==> config.mk <==
export PLATFORM = sky130hd
export DESIGN_NAME = param_stack
export DESIGN_NICKNAME = d
export VERILOG_FILES = /design/src/rtl/param_stack.sv
export SDC_FILE = /design/constraint.sdc
export NUM_CORES = 1
export LEC_CHECK = 0
export ABC_AREA = 1
export CAP_MARGIN = 20
export CORE_MARGIN = 2
export CORE_UTILIZATION = 25
export DETAILED_ROUTE_END_ITERATION = 6
export DONT_BUFFER_PORTS = 1
export GPL_TIMING_DRIVEN = 0
export PLACE_DENSITY = 0.34
export SYNTH_ARGS = -nofsm -noshare
export SYNTH_HDL_FRONTEND = slang
export SYNTH_SLANG_ARGS = --single-unit
==> constraint.sdc <==
create_clock -name clk -period 7.8 [get_ports clk]
set_input_delay 0.78 -clock clk [delete_from_list [all_inputs] [get_ports clk]]
set_output_delay 0.78 -clock clk [all_outputs]
set_load 0.05 [all_outputs]
==> src/rtl/param_stack.sv <==
// param_stack: parametrised LIFO operand stack used by the recursive
// Fibonacci datapath. It supports flush, status flags, overflow/underflow
// pulses with a sticky error bit, and a same-cycle push+pop that replaces
// the top entry.
// Optional peak-occupancy tracking is enabled by defining the macro
// PARAM_STACK_HIGH_WATER_EN. Without it, high_water is tied to zero.
module param_stack #(
  parameter int WIDTH = 8,
  parameter int DEPTH = 32
) (
  input  logic                         clk,
  input  logic                         rst,
  input  logic                         clear,
  input  logic                         push,
  input  logic                         pop,
  input  logic [WIDTH-1:0]             din,
  output logic [WIDTH-1:0]             dout,
  output logic [$clog2(DEPTH+1)-1:0]   count,
  output logic                         empty,
  output logic                         full,
  output logic                         overflow,
  output logic                         underflow,
  output logic                         err,
  output logic [$clog2(DEPTH+1)-1:0]   high_water
);

  localparam int CW = $clog2(DEPTH + 1);
  localparam int AW = (DEPTH > 1) ? $clog2(DEPTH) : 1;
  localparam logic [CW-1:0] DEPTH_C = CW'(DEPTH);

  logic [WIDTH-1:0] mem_r [DEPTH];
  logic [CW-1:0]    count_r;
  logic [CW-1:0]    count_next_s;
  logic             overflow_r;
  logic             underflow_r;
  logic             err_r;
  logic             ovf_next_s;
  logic             unf_next_s;
  logic             wr_en_s;
  logic [AW-1:0]    wr_idx_s;
  logic [AW-1:0]    top_idx_s;
  logic             empty_s;
  logic             full_s;

  assign empty_s   = (count_r == {CW{1'b0}});
  assign full_s    = (count_r == DEPTH_C);
  assign top_idx_s = AW'(count_r - {{(CW-1){1'b0}}, 1'b1});

  // Decide the write, the next occupancy and any rejection for this cycle
  always_comb begin
    count_next_s = count_r;
    ovf_next_s   = 1'b0;
    unf_next_s   = 1'b0;
    wr_en_s      = 1'b0;
    wr_idx_s     = {AW{1'b0}};
    if (push && pop) begin
      if (!empty_s) begin
        // Replace the top entry in place; occupancy is unchanged
        wr_en_s  = 1'b1;
        wr_idx_s = top_idx_s;
      end else begin
        // Nothing to pop: the push still lands, the pop is rejected
        wr_en_s      = 1'b1;
        wr_idx_s     = {AW{1'b0}};
        count_next_s = {{(CW-1){1'b0}}, 1'b1};
        unf_next_s   = 1'b1;
      end
    end else if (push) begin
      if (!full_s) begin
        wr_en_s      = 1'b1;
        wr_idx_s     = AW'(count_r);
        count_next_s = count_r + {{(CW-1){1'b0}}, 1'b1};
      end else begin
        ovf_next_s = 1'b1;
      end
    end else if (pop) begin
      if (!empty_s) begin
        count_next_s = count_r - {{(CW-1){1'b0}}, 1'b1};
      end else begin
        unf_next_s = 1'b1;
      end
    end else begin
      count_next_s = count_r;
    end
  end

  // Occupancy, rejection pulses and the sticky error flag
  always_ff @(posedge clk) begin
    if (rst) begin
      count_r     <= {CW{1'b0}};
      overflow_r  <= 1'b0;
      underflow_r <= 1'b0;
      err_r       <= 1'b0;
    end else if (clear) begin
      count_r     <= {CW{1'b0}};
      overflow_r  <= 1'b0;
      underflow_r <= 1'b0;
      err_r       <= 1'b0;
    end else begin
      count_r     <= count_next_s;
      overflow_r  <= ovf_next_s;
      underflow_r <= unf_next_s;
      err_r       <= err_r | ovf_next_s | unf_next_s;
    end
  end

  // Storage write; contents are not reset, only logically discarded
  always_ff @(posedge clk) begin
    if (wr_en_s && !rst && !clear) begin
      mem_r[wr_idx_s] <= din;
    end
  end

`ifdef PARAM_STACK_HIGH_WATER_EN
  logic [CW-1:0] high_water_r;

  // Track the deepest occupancy reached since the last reset or flush
  always_ff @(posedge clk) begin
    if (rst || clear) begin
      high_water_r <= {CW{1'b0}};
    end else if (count_next_s > high_water_r) begin
      high_water_r <= count_next_s;
    end else begin
      high_water_r <= high_water_r;
    end
  end

  assign high_water = high_water_r;
`else
  assign high_water = {CW{1'b0}};
`endif

  assign dout      = empty_s ? {WIDTH{1'b0}} : mem_r[top_idx_s];
  assign count     = count_r;
  assign empty     = empty_s;
  assign full      = full_s;
  assign overflow  = overflow_r;
  assign underflow = underflow_r;
  assign err       = err_r;

endmodule
==> metrics <==
status=completed; Final Hold Fails=0; layout cells sized above 1=10.98%; commonest non-fill, non-tap cell in the layout=nand2_1; Final GP Congestion=0.7465; min-delay src=din[2]; Max Cap Viol=0; Synth area leaders=edfxtp_1 68%, nand2_1 10%, nand3_1 9.9%; P per Cell Area=265.5 nW/um2; remaining antenna violation count=0; Setup crit end=dout[6]; Crit Path Class=reg2out; Nets=1062; core area=45190 um2; Yosys top cell by area=edfxtp_1; mux share of post-synthesis cell area=0%; mapped cell area=11380 um2; CTS Hold Bufs=0; Sequential cell area=7868 um2; area share of fa/ha/maj cells after synthesis=0.3297%; Final Cycle Share=69.43%; Initial Util=25.20%; Synth top area share=67.52%; area growth from synthesis to layout=15.03%; CP Launch Type=flop; Rel. slew slack=27.32%; vias in the first global route=7616; fin crit period=5.415 ns; syn avg cell area=11.28 um2; GRT overflow=0; Longest Clk Path Bufs=3; Most Crowded Layer GR=met2; crit-path max cell delay=0.82 ns; port bufs=0; Multi-input gate area=3089 um2; CP Buf/Inv Count=7; r2r setup slk=3.88 ns; post-CTS setup buffers=0; routed vias=7361; PostCTS Resize Cnt=0; M1 GR Usage=20.83%; First-pass DRT Iterations=5; die height=217.4 um; final setup fails=0; detailed placement HPWL=23310 um; largest family of logic cells by synthesized area=simple AND/OR/NAND/NOR gates; VDD IR max=0.0001515 V; CTS buffer count=30; Compound-Gate Fraction of Synth Area=2.088%; Simple-Gate Fraction of Synth Area=24.05%; Die W=217.4 um; sequential area share after synthesis=69.11%; Mapped Cells=1009; Crit. path cell count=14; CTS root buf=clkbuf_16; Seq cells post-synth=265; CP Max Fanout=11; routed len/inst=21.13 um; fin. max-slew vios=0; grt met2 use=25.25%; Setup crit end kind=output pin; WP data required=7.02 ns; worst skew pair latency=0.56 ns; Hold WC Path Type=in2reg; RSZ-0062 raised after global routing=no; Critical path origin=count[0]; leakage power=4.556 nW; number of remaining DRC errors=0; total routed wirelength=35210 um; placed cell count=1614; antenna violations before repair=0; synth unique cells=35; largest net degree at the start of global routing=33; Reg2Reg Launch Point=count[0]; I/O pins=38; family with the most delay on the worst path=buffers and inverters; GRT Total Usage=15.16%; die area=47260 um2; XOR/XNOR Fraction of Synth Area=0.4726%; Post-Route Skew=0.009900 ns; Inserted Diodes=0; Tightest Pin Transition=1.086 ns; Yosys warnings=0; CTS tree=built; Reg2Reg Depth=11; Fmax=184.7 MHz; first-pass GRT wire length=52000 um; CTS Sinks=265; CP max stage cell=nor2_1; H-tree depth reported by CTS=1; FILL cells=4655; worst path cell trace=buf_6, inv_2, buf_2, buf_2, ha_1, inv_1, buf_2, buf_1, nand2_1, nand3_1, nand3_1, nand2_1, nor2_1, nor2_1; reg2reg end=mem_r[10][2]; Via density=4.418; First DRT Iteration DRCs=544; TNS Setup=0 ns; # rows=78; clock slew at reported path FFs=0.06 ns; final instance area=13100 um2; Post-DP Area=12150 um2; most frequent cells in the layout=303 x nand2_1, 256 x edfxtp_1, 225 x nand3_1; arrival time worst endpoint=4.64 ns; most frequent CP cell=buf_2; met3 GRT Util=2.124%; Layout Cells excl Fill=1666
-- layer usage --
| layer | vias up | routed length [um] |
|---|---|---|
| met5 | - | 0 |
| met2 | 157 | 16510 |
| li1 | 3584 | - |
| met4 | 0 | 574 |
| met3 | 34 | 1597 |
| met1 | 3586 | 16520 |
-- report_power, final --
part	switching (mW)	internal (mW)	leakage, nW	total, mW
logic	0.396	0.125	1.73	0.521
registers	0.0154	1.57	2.38	1.58
clock network	0.555	0.818	0.449	1.37
-- synthesized netlist by cell type (all sizes together) --
cell    count
o21bai      1
nand3     231
nor3        1
buf        49
ha          3
o21ai      14
nand2     311
edfxtp    256
conb        1
nor2       63
xnor2       1
xor2        3
o22ai       3
nand4       5
dfxtp       9
clkbuf     12
inv        30
a21oi      16
-- metrics by stage --
stage,hold slack [ns],power [mW],util [%],setup WS (ns)
6_report,0.3073,3.478,28.98,2.385
5_1_grt,0.2713,3.628,28.98,2.120
4_1_cts,0.2733,3.530,28.98,2.221
3_5_place_dp,0.8007,2.144,26.90,2.855
3_3_place_gp,0.7841,2.145,26.90,2.835
2_1_floorplan,0.7536,1.963,-,4.038
-- logic make-up (layout without fill, tap and decap cells) --
| kind of cell | after synthesis | in the layout |
|---|---|---|
| simple gates | 611 | 611 |
| compound gates | 34 | 34 |
| flops | 265 | 265 |
| buf+inv | 91 | 143 |
| other cells | 1 | 6 |
| fa+ha+maj | 3 | 3 |
| xor+xnor | 4 | 4 |
-- worst min path at each step --
| stage | endpoint | slack [ns] | cells past startpoint |
|---|---|---|---|
| floorplan | err | 0.75 | 2 |
| global placement | err | 0.78 | 2 |
| detailed placement | err | 0.80 | 2 |
| CTS | mem_r[27][2] | 0.27 | 0 |
| global route | mem_r[21][1] | 0.27 | 0 |
| finish | mem_r[27][2] | 0.31 | 0 |
-- area by class of cell --
type	instances	area share, %
plain buffers	61	2.513
clock buffers	40	6.181
clock inverters	12	1.013
inverters	30	0.8981
multi-input cells	658	23.59
flip-flops and latches	265	60.07
well taps	600	5.732
-- flip-flops by register name, summed over array words and instances (netlist names) --
| register | cells |
|---|---|
| count | 6 |
| underflow | 1 |
| mem_r | 256 |
| err | 1 |
| overflow | 1 |
Power figures use the tool's default switching activity.
